<file path="config.mk">
export PLATFORM = sky130hd
export DESIGN_NAME = eth_echo_responder_flat
export DESIGN_NICKNAME = d
export VERILOG_FILES = /design/src/rtl/eth_pkg.sv /design/src/rtl/AXIS_IF.sv /design/src/rtl/ETH_HEADER_IF.sv /design/src/rtl/eth_sat_counter.sv /design/src/rtl/eth_echo_responder.sv /design/src/flat_wrapper.sv
export SDC_FILE = /design/constraint.sdc
export NUM_CORES = 1
export LEC_CHECK = 0
export ABC_AREA = 1
export CAP_MARGIN = 40
export CORE_UTILIZATION = 47
export CTS_CLUSTER_DIAMETER = 100
export DETAILED_ROUTE_END_ITERATION = 16
export GPL_ROUTABILITY_DRIVEN = 0
export GPL_TIMING_DRIVEN = 0
export PLACE_DENSITY = 0.91
export SETUP_SLACK_MARGIN = 0.3
export SLEW_MARGIN = 20
export SYNTH_ARGS = -nofsm -noshare
export SYNTH_HDL_FRONTEND = slang
export SYNTH_SLANG_ARGS = --single-unit
export TNS_END_PERCENT = 10
</file>
<file path="constraint.sdc">
create_clock -name clk -period 12.2 [get_ports clk]
set_clock_uncertainty 0.1 [all_clocks]
set_input_delay 2.44 -clock clk [delete_from_list [all_inputs] [get_ports clk]]
set_output_delay 2.44 -clock clk [all_outputs]
set_load 0.01 [all_outputs]
</file>
<file path="src/rtl/eth_pkg.sv">
// Shared Ethernet types for the echo responder and its frame interfaces.
package eth_pkg;

    typedef logic [47:0] mac_t;

    localparam mac_t MAC_BROADCAST = 48'hFFFF_FFFF_FFFF;

    typedef enum logic [1:0] {
        IDLE    = 2'd0,
        HDR_OUT = 2'd1,
        FORWARD = 2'd2,
        DROP    = 2'd3
    } echo_state_t;

endpackage

</file>
<file path="src/rtl/AXIS_IF.sv">
// AXI-Stream payload bundle with a single-bit tuser error flag.
interface AXIS_IF #(
    parameter int DATA_WIDTH = 8,
    parameter int KEEP_WIDTH = (DATA_WIDTH + 7) / 8
);
    logic [DATA_WIDTH-1:0] tdata;
    logic [KEEP_WIDTH-1:0] tkeep;
    logic                  tvalid;
    logic                  tready;
    logic                  tlast;
    logic                  tuser;

    modport Receiver    (input tdata, tkeep, tvalid, tlast, tuser, output tready);
    modport Transmitter (output tdata, tkeep, tvalid, tlast, tuser, input tready);

endinterface

</file>
<file path="src/rtl/ETH_HEADER_IF.sv">
// Parsed Ethernet header handshake bundle.
interface ETH_HEADER_IF;
    import eth_pkg::*;

    logic        valid;
    logic        ready;
    mac_t        dest_mac;
    mac_t        src_mac;
    logic [15:0] eth_type;

    modport Receiver    (input valid, dest_mac, src_mac, eth_type, output ready);
    modport Transmitter (output valid, dest_mac, src_mac, eth_type, input ready);

endinterface

</file>
<file path="src/rtl/eth_sat_counter.sv">
// Event counter that sticks at all-ones instead of wrapping.
module eth_sat_counter #(
    parameter int WIDTH = 32
) (
    input  logic             clk,
    input  logic             rst,
    input  logic             inc,
    output logic [WIDTH-1:0] count
);

    always_ff @(posedge clk or posedge rst) begin
        if (rst)
            count <= '0;
        else if (inc && (count != '1))
            count <= count + 1'b1;
    end

endmodule

</file>
<file path="src/rtl/eth_echo_responder.sv">
// Echoes frames addressed to this station back to their sender; everything
// else is drained from the payload stream and counted as dropped.
module eth_echo_responder
    import eth_pkg::*;
#(
    parameter int   DATA_WIDTH       = 8,
    parameter bit   KEEP_ENABLE      = (DATA_WIDTH > 8),
    parameter mac_t LOCAL_MAC        = 48'h02_00_00_00_00_01,
    parameter bit   ACCEPT_BROADCAST = 1'b1
) (
    input  logic              clk,
    input  logic              reset,
    ETH_HEADER_IF.Receiver    eth_header_in_if,
    AXIS_IF.Receiver          eth_payload_in_if,
    ETH_HEADER_IF.Transmitter eth_header_out_if,
    AXIS_IF.Transmitter       eth_payload_out_if,
    output logic [31:0]       frames_echoed,
    output logic [31:0]       frames_dropped,
    output logic              busy
);

    echo_state_t state;
    mac_t        reply_dest;
    mac_t        reply_src;
    logic [15:0] reply_type;

    logic hdr_fire;
    logic beat_fire;
    logic last_fire;
    logic accept;

    assign hdr_fire  = (state == IDLE) && eth_header_in_if.valid;
    assign beat_fire = eth_payload_in_if.tvalid && eth_payload_in_if.tready;
    assign last_fire = beat_fire && eth_payload_in_if.tlast;

    // A group-address source is never a legal reply destination.
    assign accept = ((eth_header_in_if.dest_mac == LOCAL_MAC) ||
                     (ACCEPT_BROADCAST && (eth_header_in_if.dest_mac == MAC_BROADCAST))) &&
                    !eth_header_in_if.src_mac[40];

    always_ff @(posedge clk or posedge reset) begin
        if (reset) begin
            state      <= IDLE;
            reply_dest <= '0;
            reply_src  <= '0;
            reply_type <= '0;
        end else begin
            case (state)
                IDLE: if (hdr_fire) begin
                    reply_dest <= eth_header_in_if.src_mac;
                    reply_src  <= LOCAL_MAC;
                    reply_type <= eth_header_in_if.eth_type;
                    state      <= accept ? HDR_OUT : DROP;
                end
                HDR_OUT: if (eth_header_out_if.ready) state <= FORWARD;
                FORWARD: if (last_fire) state <= IDLE;
                DROP:    if (last_fire) state <= IDLE;
                default: state <= IDLE;
            endcase
        end
    end

    assign busy = (state != IDLE);

    assign eth_header_in_if.ready     = (state == IDLE);
    assign eth_header_out_if.valid    = (state == HDR_OUT);
    assign eth_header_out_if.dest_mac = reply_dest;
    assign eth_header_out_if.src_mac  = reply_src;
    assign eth_header_out_if.eth_type = reply_type;

    // Payload path is purely combinational so FORWARD adds no latency.
    assign eth_payload_out_if.tvalid = (state == FORWARD) && eth_payload_in_if.tvalid;
    assign eth_payload_out_if.tdata  = eth_payload_in_if.tdata;
    assign eth_payload_out_if.tlast  = eth_payload_in_if.tlast;
    assign eth_payload_out_if.tuser  = eth_payload_in_if.tuser;
    assign eth_payload_in_if.tready  = (state == FORWARD) ? eth_payload_out_if.tready
                                                          : (state == DROP);

    generate
        if (KEEP_ENABLE) begin : g_keep
            assign eth_payload_out_if.tkeep = eth_payload_in_if.tkeep;
        end else begin : g_nokeep
            assign eth_payload_out_if.tkeep = '1;
        end
    endgenerate

    eth_sat_counter #(.WIDTH(32)) u_echo_cnt (
        .clk   (clk),
        .rst   (reset),
        .inc   ((state == FORWARD) && last_fire),
        .count (frames_echoed)
    );

    eth_sat_counter #(.WIDTH(32)) u_drop_cnt (
        .clk   (clk),
        .rst   (reset),
        .inc   ((state == DROP) && last_fire),
        .count (frames_dropped)
    );

endmodule

</file>
<file path="src/flat_wrapper.sv">
// flat-port wrapper written by rule: the top's interface ports become plain ports
module eth_echo_responder_flat import eth_pkg::*;
#(
    parameter int   DATA_WIDTH       = 8,
    parameter bit   KEEP_ENABLE      = (DATA_WIDTH > 8),
    parameter mac_t LOCAL_MAC        = 48'h02_00_00_00_00_01,
    parameter bit   ACCEPT_BROADCAST = 1'b1
)
  (clk, reset, frames_echoed, frames_dropped, busy, eth_header_in_if_valid, eth_header_in_if_dest_mac, eth_header_in_if_src_mac, eth_header_in_if_eth_type, eth_header_in_if_ready, eth_payload_in_if_tdata, eth_payload_in_if_tkeep, eth_payload_in_if_tvalid, eth_payload_in_if_tlast, eth_payload_in_if_tuser, eth_payload_in_if_tready, eth_header_out_if_valid, eth_header_out_if_dest_mac, eth_header_out_if_src_mac, eth_header_out_if_eth_type, eth_header_out_if_ready, eth_payload_out_if_tdata, eth_payload_out_if_tkeep, eth_payload_out_if_tvalid, eth_payload_out_if_tlast, eth_payload_out_if_tuser, eth_payload_out_if_tready);
  ETH_HEADER_IF eth_header_in_if_i ();
  AXIS_IF #(.DATA_WIDTH(DATA_WIDTH)) eth_payload_in_if_i ();
  ETH_HEADER_IF eth_header_out_if_i ();
  AXIS_IF #(.DATA_WIDTH(DATA_WIDTH)) eth_payload_out_if_i ();
  input  logic clk;
  input  logic reset;
  output logic [31:0] frames_echoed;
  output logic [31:0] frames_dropped;
  output logic busy;
  input wire logic [$bits(eth_header_in_if_i.valid)-1:0] eth_header_in_if_valid;
  input wire logic [$bits(eth_header_in_if_i.dest_mac)-1:0] eth_header_in_if_dest_mac;
  input wire logic [$bits(eth_header_in_if_i.src_mac)-1:0] eth_header_in_if_src_mac;
  input wire logic [$bits(eth_header_in_if_i.eth_type)-1:0] eth_header_in_if_eth_type;
  output wire logic [$bits(eth_header_in_if_i.ready)-1:0] eth_header_in_if_ready;
  input wire logic [$bits(eth_payload_in_if_i.tdata)-1:0] eth_payload_in_if_tdata;
  input wire logic [$bits(eth_payload_in_if_i.tkeep)-1:0] eth_payload_in_if_tkeep;
  input wire logic [$bits(eth_payload_in_if_i.tvalid)-1:0] eth_payload_in_if_tvalid;
  input wire logic [$bits(eth_payload_in_if_i.tlast)-1:0] eth_payload_in_if_tlast;
  input wire logic [$bits(eth_payload_in_if_i.tuser)-1:0] eth_payload_in_if_tuser;
  output wire logic [$bits(eth_payload_in_if_i.tready)-1:0] eth_payload_in_if_tready;
  output wire logic [$bits(eth_header_out_if_i.valid)-1:0] eth_header_out_if_valid;
  output wire logic [$bits(eth_header_out_if_i.dest_mac)-1:0] eth_header_out_if_dest_mac;
  output wire logic [$bits(eth_header_out_if_i.src_mac)-1:0] eth_header_out_if_src_mac;
  output wire logic [$bits(eth_header_out_if_i.eth_type)-1:0] eth_header_out_if_eth_type;
  input wire logic [$bits(eth_header_out_if_i.ready)-1:0] eth_header_out_if_ready;
  output wire logic [$bits(eth_payload_out_if_i.tdata)-1:0] eth_payload_out_if_tdata;
  output wire logic [$bits(eth_payload_out_if_i.tkeep)-1:0] eth_payload_out_if_tkeep;
  output wire logic [$bits(eth_payload_out_if_i.tvalid)-1:0] eth_payload_out_if_tvalid;
  output wire logic [$bits(eth_payload_out_if_i.tlast)-1:0] eth_payload_out_if_tlast;
  output wire logic [$bits(eth_payload_out_if_i.tuser)-1:0] eth_payload_out_if_tuser;
  input wire logic [$bits(eth_payload_out_if_i.tready)-1:0] eth_payload_out_if_tready;
  assign eth_header_in_if_i.valid = eth_header_in_if_valid;
  assign eth_header_in_if_i.dest_mac = eth_header_in_if_dest_mac;
  assign eth_header_in_if_i.src_mac = eth_header_in_if_src_mac;
  assign eth_header_in_if_i.eth_type = eth_header_in_if_eth_type;
  assign eth_header_in_if_ready = eth_header_in_if_i.ready;
  assign eth_payload_in_if_i.tdata = eth_payload_in_if_tdata;
  assign eth_payload_in_if_i.tkeep = eth_payload_in_if_tkeep;
  assign eth_payload_in_if_i.tvalid = eth_payload_in_if_tvalid;
  assign eth_payload_in_if_i.tlast = eth_payload_in_if_tlast;
  assign eth_payload_in_if_i.tuser = eth_payload_in_if_tuser;
  assign eth_payload_in_if_tready = eth_payload_in_if_i.tready;
  assign eth_header_out_if_valid = eth_header_out_if_i.valid;
  assign eth_header_out_if_dest_mac = eth_header_out_if_i.dest_mac;
  assign eth_header_out_if_src_mac = eth_header_out_if_i.src_mac;
  assign eth_header_out_if_eth_type = eth_header_out_if_i.eth_type;
  assign eth_header_out_if_i.ready = eth_header_out_if_ready;
  assign eth_payload_out_if_tdata = eth_payload_out_if_i.tdata;
  assign eth_payload_out_if_tkeep = eth_payload_out_if_i.tkeep;
  assign eth_payload_out_if_tvalid = eth_payload_out_if_i.tvalid;
  assign eth_payload_out_if_tlast = eth_payload_out_if_i.tlast;
  assign eth_payload_out_if_tuser = eth_payload_out_if_i.tuser;
  assign eth_payload_out_if_i.tready = eth_payload_out_if_tready;
  eth_echo_responder #(.DATA_WIDTH(DATA_WIDTH), .KEEP_ENABLE(KEEP_ENABLE), .LOCAL_MAC(LOCAL_MAC), .ACCEPT_BROADCAST(ACCEPT_BROADCAST)) u_core (.clk(clk), .reset(reset), .eth_header_in_if(eth_header_in_if_i), .eth_payload_in_if(eth_payload_in_if_i), .eth_header_out_if(eth_header_out_if_i), .eth_payload_out_if(eth_payload_out_if_i), .frames_echoed(frames_echoed), .frames_dropped(frames_dropped), .busy(busy));
endmodule
</file>
# After elaboration in Yosys (flattened, before gate mapping)
# Cells that the tools add are included.
[totals] rom_bits=0 latch_bits=0 mem_bits_rw=0 memories=0 word_cells=40 reg_bits=131
[op_classes] reduce_logical=16 n_shift=0 bitwise=0 n_mul=0 n_div=0 order_cmp=0 eq_ne=10 n_addsub=2 n_mux=6
[ops] operator="32-bit by 1-bit adder with 32-bit output, second input constant" n=2
[ops] operator="32-bit != test, second input constant" n=2
[ops] operator="48-bit by 42-bit == test with 1-bit output, second input constant" n=1
[ops] operator="48-bit == test, second input constant" n=1
[ops] operator="1-bit logical AND" n=9
[ops] operator="2-bit 2-to-1 mux" n=4
[ops] operator="2-bit by 1-bit != test with 1-bit output, second input constant" n=3
[ops] operator="2-bit case mux with 3 select lines" n=1
[ops] operator="2-bit == test, second input constant" n=2
[ops] operator="3-bit AND reduction" n=1
[ops] operator="2-bit by 1-bit == test with 1-bit output, second input constant" n=1
[ops] operator="2-bit zero test" n=1
[ops] operator="2-bit AND reduction" n=1
[ops] operator="2-bit nonzero test" n=1
[ops] operator="2-bit OR reduction" n=1
[ops] operator="1-bit zero test" n=1
[ops] operator="1-bit logical OR" n=1
[ops] operator="1-bit 2-to-1 mux" n=1

# Logic depth before layout (Yosys ltp)
# Gate-level depths: netlist of run 1.
[logic_depth] word_depth=6 ltp_mapped=12 ltp_nobuf=11

# Hierarchy
# Synthesis of run 1 repeated with hierarchy kept, for this count alone.
[hier_totals] hier_cells=1173 area_unflattened_um2=7927.6
[modules_own_cells] mod="eth_sat_counter" n_inst=2 area_per_inst_um2=2257.2 cells_each=361 seq_area_each_um2=800.8
[modules_own_cells] mod="eth_echo_responder" n_inst=1 area_per_inst_um2=3413.3 cells_each=451 seq_area_each_um2=1676.6

# Least setup slack after synthesis of run 1
# OpenSTA, ideal clock, no wires.
[synth_timing] kind="input -> output" startpoint="input port eth_payload_out_if_tready" endpoint="output port eth_payload_in_if_tready" stages=2 arrival_time_ns=2.662 setup_slack_ns=6.998 cell_sequence="nor2_1 > nor2_4"
[synth_between] elab_chain_cells=1
[synth_rtl] element="start: declaration" line_no="flat_wrapper.sv:40" rtl="input wire logic [$bits(eth_payload_out_if_i.tready)-1:0] eth_payload_out_if_tready;"
[synth_rtl] element="1-bit 2-to-1 mux" line_no="eth_echo_responder.sv:76" rtl="assign eth_payload_in_if.tready = (state == FORWARD) ? eth_payload_out_if.tready"
[synth_rtl] element="end: declaration" line_no="flat_wrapper.sv:29" rtl="output wire logic [$bits(eth_payload_in_if_i.tready)-1:0] eth_payload_in_if_tready;"
# No other way between the ends.

# Worst setup path in the final report of run 1
[layout_timing] startpoint="input port eth_payload_in_if_tvalid" endpoint="output port eth_payload_out_if_tvalid"
[layout_between] elab_chain_cells=1
[layout_rtl] element="start: declaration" line_no="flat_wrapper.sv:26" rtl="input wire logic [$bits(eth_payload_in_if_i.tvalid)-1:0] eth_payload_in_if_tvalid;"
[layout_rtl] element="1-bit logical AND" line_no="eth_echo_responder.sv:72" rtl="assign eth_payload_out_if.tvalid = (state == FORWARD) && eth_payload_in_if.tvalid;"
[layout_rtl] element="end: declaration" line_no="flat_wrapper.sv:37" rtl="output wire logic [$bits(eth_payload_out_if_i.tvalid)-1:0] eth_payload_out_if_tvalid;"
# No other way between the ends.

==> results.cfg, run 1 <==
[floorplanning]
start_util = 0.490
ios = 321
core-area_um2 = 15400
die_y_um = 129
num_rows = 45
die_x_um = 129
die_area_um2 = 16600

[pwr]
vdd_drop_max_mv = 0.146
finalPower_mw = 1.96
p_per_area_nw_per_um2 = 175
p_leak_nw = 5.12

[global_routing]
overflow = 0
grt_pass1_vias = 7381
grt_max_degree = 67
grt_pass1_wl_um = 36900
antenna_found_initial = 0
grt_usage = 0.291

[layout]
n_fill_cell = 1125
antenna_cells = 0
area.growth.synth_to_final_pct = 48.8
drive_gt1_frac = 0.146
final_cell_area_um2 = 11200
final_common_cell = nand2_1
ff_latch_area_um2 = 3280
final_cell_mix = nand2_1, clkdlybuf4s50_1, dfrtp_1, nor2_1, inv_1
multi_input_area_um2 = 3630
utilization = 0.729
finalNonFillerCells = 1506
finalNetCount = 1413

[clock_network]
cts_resized = 0
cts_tree = yes
clock_sinks = 131
cts_buffer_depth = 2
root_buffer = clkbuf_16
numCtsBuffers = 17
htree_levels = 4
clock_latency_ps = 430
cts_setup_buffers = 0
clk_pin_slew_ps = 60
postCtsHoldBufs = 0

[sta]
setup_violations = 0
setup_tns_ps = 0
fin_ws_ps = 5950
relSlewSlack = 0.654
hold_ws_ps = 404
fmax_mhz = 160
timing_max_transition_violations_final = 0
fin_crit_sh = 0.512
hold_viol = 0
period_minus_slack_ps = 6250
rsz0062_at_grt = no
worst_slew_pin_slew_ps = 520

[synthesis]
synth_top_area_frac = 0.434
netlist_area_um2 = 7560
seq_area_frac_synth = 0.434
synth_area_per_cell_um2 = 7.92
synth_top_family_by_area = simple AND/OR/NAND/NOR gates
synth_warnings = 0
synth_top_cells_by_area = dfrtp_1, nand2_1, mux2_2, buf_4, nor2_1
synthSimpleGateAreaFrac = 0.300
synth_area_leader_cell = dfrtp_1
synth_compound_area_frac = 0.0205
synthAdderAreaFrac = 0.00331
ys_seq_elements = 131
netlist_instances = 954
synth_xor_area_frac = 0.0383
synth_cell_type_count = 33
synthMuxAreaShare = 0.0954

[worst_setup_path]
cp_slowest_cell = clkdlybuf4s50_1
crit_fanout = 3
worst_setup_path_start_kind = input port
critPathKind = input port to output pin
crit_path_end_kind = output pin
critPathMaxStageDelay_ps = 540
cp.arrival_ps = 3710
required_ps = 9660
crit_top_cell = clkdlybuf4s50_1
crit_buf_inv = 2
cp_top_family = buffers and inverters
crit_chain = clkdlybuf4s50_1, and3_1, clkdlybuf4s50_1

[placement]
pre_cts_ws_ps = 5970
placed_cell_area_um2 = 10700
port_buffers = 263
dp_hpwl_um = 17600
dp.cells = 1474

[detailed_routing]
ant_nets = 0
drt-total-wl_um = 23200
firstDrtPassIters = 6
drcViolationCount = 0
vias = 7585
routed_via_density = 5.04
wl_per_cell_um = 15.4
drt_iter0_drc = 431

[run]
cap_violations = 0

[min_path]
worstHoldPathType = flip-flop to flip-flop

[outcome]
status = finished clean
-- power breakdown --
group          total (mW)  internal (mW)  switching, mW
clock network       0.512          0.290          0.222
registers           0.688          0.578          0.110
logic               0.762          0.440          0.321
-- cells by family (layout without fill, tap and decap cells) --
kind of cell               count (synthesis)  after routing
and+or+nand+nor                          550            550
buffers and inverters                    145            441
DFF                                      131            131
muxes                                     64             64
xor gates and xnor gates                  33             33
AOI/OAI and AO/OA                         27             27
adders and majority gates                  2              2
other                                      2             47
-- worst paths after layout --
path	from	endpoint	slack [ps]	cells after the start
worst max-delay path	eth_payload_in_if_tvalid	eth_payload_out_if_tvalid	5950	3
worst min register to register	u_core.eth_header_out_if.dest_mac[11]	u_core.eth_header_out_if.dest_mac[11]	400	1
worst min-delay path	u_core.eth_header_out_if.dest_mac[11]	u_core.eth_header_out_if.dest_mac[11]	400	1
worst max register to register	u_core.u_echo_cnt.count[0]	u_core.u_echo_cnt.count[13]	9940	9
min in group asynchronous	reset	u_core.u_drop_cnt.count[1]	2360	2
max in group asynchronous	reset	u_core.eth_header_out_if.dest_mac[11]	8970	3
-- synthesized netlist by cell type (all sizes together) --
library cell and count:
xor2 19, nand3 42, nor2 120, or2 1, dfrtp 131, a21oi 2, nand3b 7, mux2 64
nand4 11, nand2 347, a21boi 2, inv 68, nor3 20, clkbuf 1, conb 2, and2 1
buf 76, o21ai 23, ha 2, and3 1, xnor2 14
-- layer usage --
metal / wire, um / track usage / up-vias
met1: 8490 / 0.327 / 3506
li1: - / - / 3565
met5: 0 / 0 / -
met2: 11700 / 0.500 / 427
met4: 914 / 0.143 / 0
met3: 2080 / 0.0911 / 87
-- area by class of cell --
class | count | share of cell area
Timing Repair Buffer | 264 | 0.237
Clock buffer | 17 | 0.0378
Buffer | 77 | 0.0496
Sequential cell | 131 | 0.292
Multi-Input combinational cell | 723 | 0.323
Clock inverter | 15 | 0.0144
Inverter | 68 | 0.0234
Tap cell | 211 | 0.0235
-- worst register-to-register path, delay by kind of cell, from the launching register on --
family	cells	cell delay [ps]
AOI/OAI and AO/OA	1	290
adders and majority gates	1	280
buffers and inverters	2	590
DFF	1	420
and+or+nand+nor	5	550
-- state kept, by name, summed over array words and instances, names as in the netlist --
name and flops:
u_core.u_echo_cnt.count 32, u_core.eth_header_out_if.dest_mac 48, u_core.u_drop_cnt.count 32, u_core.eth_header_out_if.eth_type 16, u_core.eth_header_out_if.src_mac 1, u_core.state 2
Power figures use the tool's default switching activity.
==> run 2: changes to the inputs <==
CORE_UTILIZATION = 43   (was 47)
PLACE_DENSITY = 0.85   (was 0.91)
clock period = 6.2 ns   (was 12.2 ns; I/O delays follow)
==> results.cfg, run 2 (synthesis gave the netlist of run 1 again) <==
[placement]
port_buffers = 263
placed_cell_area_um2 = 10700
dp.cells = 1488
dp_hpwl_um = 17000

[layout]
final_cell_mix = nand2_1, clkdlybuf4s50_1, dfrtp_1, nor2_1, inv_1
utilization = 0.653
final_cell_area_um2 = 11300
finalNonFillerCells = 1520
finalNetCount = 1413
drive_gt1_frac = 0.146
largest_reg_flops = 48
n_fill_cell = 1394
multi_input_area_um2 = 3630
ff_latch_area_um2 = 3280
final_common_cell = nand2_1
area.growth.synth_to_final_pct = 49.1
antenna_cells = 0

[floorplanning]
die_area_um2 = 18100
die_y_um = 135
num_rows = 48
start_util = 0.438
die_x_um = 135
core-area_um2 = 17200
ios = 321

[pwr]
p_leak_nw = 5.12
p_clk_frac = 0.262
p_int_mw = 2.58
comb_power_share = 0.388
finalPower_mw = 3.83
p_per_area_nw_per_um2 = 340
sequentialPowerShare = 0.350
vdd_drop_max_mv = 0.243
p_sw_mw = 1.25
sw_frac_of_total = 0.328

[global_routing]
grt_max_degree = 81
grt_usage = 0.242
antenna_found_initial = 0
overflow = 0
grt_pass1_vias = 7125
grt_pass1_wl_um = 34400

[clock_network]
htree_levels = 4
numCtsBuffers = 17
root_buffer = clkbuf_16
clock_latency_ps = 410
postCtsHoldBufs = 0
cts_setup_buffers = 0
cts_buffer_depth = 2
cts_resized = 0
clock_sinks = 131
cts_tree = yes
clk_pin_slew_ps = 60

[worst_setup_path]
crit_fanout = 3
cp.arrival_ps = 2520
crit_top_cell = clkdlybuf4s50_1
required_ps = 4860
crit_path_end_kind = output pin
crit_buf_inv = 2
cp_slowest_cell = clkdlybuf4s50_1
reg2reg_from = u_core.u_drop_cnt.count[0]
r2r_cells = 10
crit_chain = clkdlybuf4s50_1, and3_1, clkdlybuf4s50_1
critPathMaxStageDelay_ps = 570
r2r_setup_slack_ps = 3940
cp_top_family = buffers and inverters
worst_setup_path_start_kind = input port
critPathKind = input port to output pin
rr_endpoint = u_core.u_drop_cnt.count[22]

[min_path]
hold_start = u_core.eth_header_out_if.dest_mac[2]
worstHoldPathType = flip-flop to flip-flop
holdPathStages = 1
hold_end = u_core.eth_header_out_if.dest_mac[2]

[detailed_routing]
routed_via_density = 4.87
vias = 7398
drt-total-wl_um = 21800
drcViolationCount = 0
drt_iter0_drc = 481
ant_nets = 0
firstDrtPassIters = 5
wl_per_cell_um = 14.4

[sta]
hold_ws_ps = 403
hold_viol = 0
fmax_mhz = 259
fin_crit_sh = 0.622
setup_violations = 0
timing_max_transition_violations_final = 0
rsz0062_at_grt = no
period_minus_slack_ps = 3860

[outcome]
status = finished clean

[run]
cap_violations = 0
## run 2: cell count changes in the layout (fill, tap and decap cells not counted)
| cell | before | now |
|---|---|---|
| clkinvlp_4 | 3 | 2 |
| clkinv_2 | 0 | 1 |
| clkinv_8 | 0 | 1 |
| inv_8 | 6 | 5 |
## run 2: worst max-delay path by stage
stage | start | to | slack, ps | cells past startpoint
final | eth_payload_in_if_tvalid | eth_payload_out_if_tvalid | 2340 | 3
after global routing | eth_payload_in_if_tvalid | eth_payload_out_if_tvalid | 2300 | 3
after CTS | eth_payload_in_if_tvalid | eth_payload_out_if_tvalid | 2340 | 3
after detailed placement | eth_payload_in_if_tvalid | eth_payload_out_if_tvalid | 2350 | 3
after global placement | reset | u_core.eth_header_out_if.dest_mac[26] | -650 | 2
after floorplan | reset | u_core.eth_header_out_if.dest_mac[0] | 1360 | 1
## run 2: metrics by stage
| step | setup slack (ps) | TNS, ps |
|---|---|---|
| floorplan | 1360 | 0 |
| global placement | -653 | -83670 |
| detailed placement | 2350 | 0 |
| CTS | 2340 | 0 |
| global route | 2300 | 0 |
| finish | 2340 | 0 |
## run 2: worst register-to-register path, delay by kind of cell (launching register included)
kind	cells	cell delay [ps]
AO/OA/AOI/OAI	2	430
AND/OR/NAND/NOR	3	440
adder cells (fa/ha/maj)	1	290
buffers and inverters	4	450
flip-flops	1	420
## run 2: power groups by stage
stage	sequential, mW	combinational [mW]	clock, mW
2_1_floorplan	1.45	0.542	0
3_3_place_gp	1.33	1.44	0
3_5_place_dp	1.35	1.48	0
4_1_cts	1.34	1.49	1.03
5_1_grt	1.38	1.58	1.06
6_report	1.34	1.48	1.00
## run 2: per-layer routing
metal  global-route usage  wire (um)  up-vias
li1                     -          -     3569
met1                0.282       8320     3406
met2                0.415      11000      366
met3               0.0709       1970       57
met4                0.101        580        0
met5                    0          0        -
## run 2: cell type report
cell class | count | share of cell area
inverter | 68 | 0.0233
sequential | 131 | 0.291
clock buffer | 17 | 0.0378
multi-input combinational | 723 | 0.323
tap | 225 | 0.0250
clock inverter | 15 | 0.0146
buffer | 77 | 0.0495
timing repair buffer | 264 | 0.236
==> run 3: changes to the inputs <==
CORE_UTILIZATION = 39   (was 43)
PLACE_DENSITY = 0.81   (was 0.85)
clock period = 3.5 ns   (was 6.2 ns; I/O delays follow)
==> results.cfg, run 3 (synthesis gave the netlist of run 1 again) <==
[outcome]
status = finished clean

[worst_setup_path]
crit_path_end_kind = output pin
critPathKind = input port to output pin
required_ps = 2700
crit_fanout = 3
worst_setup_path_start_kind = input port
r2r_setup_slack_ps = 1260
cp.arrival_ps = 2000

[run]
cap_violations = 0

[global_routing]
grt_pass1_vias = 7040
grt_pass1_wl_um = 34800
grt_usage = 0.224
overflow = 0
antenna_found_initial = 0
grt_max_degree = 32

[placement]
port_buffers = 263
pre_cts_ws_ps = 704
dp_hpwl_um = 17400

[detailed_routing]
drt_iter0_drc = 520
routed_via_density = 4.72
drt-total-wl_um = 22100
wl_per_cell_um = 14.2
firstDrtPassIters = 5
drcViolationCount = 0
vias = 7348
ant_nets = 0

[pwr]
p_per_area_nw_per_um2 = 592
vdd_drop_max_mv = 0.422
p_leak_nw = 5.14

[min_path]
worstHoldPathType = flip-flop to flip-flop

[clock_network]
root_buffer = clkbuf_16
clock_sinks = 131
cts_setup_buffers = 0
htree_levels = 4
cts_resized = 0
clk_pin_slew_ps = 60
numCtsBuffers = 17
cts_buffer_depth = 2
clock_latency_ps = 430
postCtsHoldBufs = 0
cts_tree = yes

[floorplanning]
core-area_um2 = 18800
die_area_um2 = 19900
die_x_um = 141
start_util = 0.401
num_rows = 50
die_y_um = 141
ios = 321

[layout]
finalNetCount = 1416
largest_reg_flops = 48
drive_gt1_frac = 0.148
final_common_cell = nand2_1
antenna_cells = 0
area.growth.synth_to_final_pct = 50.1
final_cell_mix = nand2_1, clkdlybuf4s50_1, dfrtp_1, nor2_1, inv_1

[sta]
setup_tns_ps = 0
fmax_mhz = 357
timing_max_transition_violations_final = 0
relSlewSlack = 0.519
fin_crit_sh = 0.800
worst_slew_pin_slew_ps = 719
period_minus_slack_ps = 2800
setup_violations = 0
fin_ws_ps = 701
hold_viol = 0
rsz0062_at_grt = no
## run 3: worst max-delay path: stages
cell and delay (ps):
clkdlybuf4s50_1 600, buf_4 150, clkdlybuf4s50_1 540
## run 3: where the power goes
part	total [mW]	switching (mW)	internal, mW
Combinational	2.62	1.08	1.54
Clock	1.72	0.780	0.941
Sequential	2.37	0.360	2.01
## run 3: final cells by class
type / count / area [um2]
buffer: 77 / 558
clock buffer: 17 / 425
clock inverter: 15 / 140
fill: 1635 / 7490
inverter: 68 / 259
multi-input combinational: 723 / 3630
sequential: 131 / 3280
tap: 260 / 325
timing repair buffer: 267 / 2720
## run 3: path summary, 6_finish.rpt
path                       depth (start not counted)                             startpoint                                     to
setup / recovery                                   3                eth_payload_in_if_tlast               eth_payload_out_if_tlast
hold / removal                                     1  u_core.eth_header_out_if.dest_mac[37]  u_core.eth_header_out_if.dest_mac[37]
setup reg to reg                                  12             u_core.u_drop_cnt.count[0]             u_core.u_drop_cnt.count[4]
hold reg to reg                                    1  u_core.eth_header_out_if.dest_mac[37]  u_core.eth_header_out_if.dest_mac[37]
max in group asynchronous                          5                                  reset  u_core.eth_header_out_if.dest_mac[33]
min in group asynchronous                          2                                  reset   u_core.eth_header_out_if.eth_type[9]
## run 3: per-layer routing
metal | GRT usage | share of wire
met5 | 0 | 0
met4 | 0.102 | 0.030
met3 | 0.0683 | 0.086
met2 | 0.384 | 0.50
met1 | 0.257 | 0.38
## run 3: per-stage QoR
stage               total power, mW  instance area, um2  utilization  std cells  hold slack (ps)
floorplan                      3.52                7730            -        999              420
global placement               4.91               10700        0.568       1522              386
detailed placement             5.02               10800        0.572       1526              392
CTS                            6.76               11300        0.602       1558              407
global route                   7.05               11300        0.602       1558              421
finish                         6.71               11300        0.602       1558              402
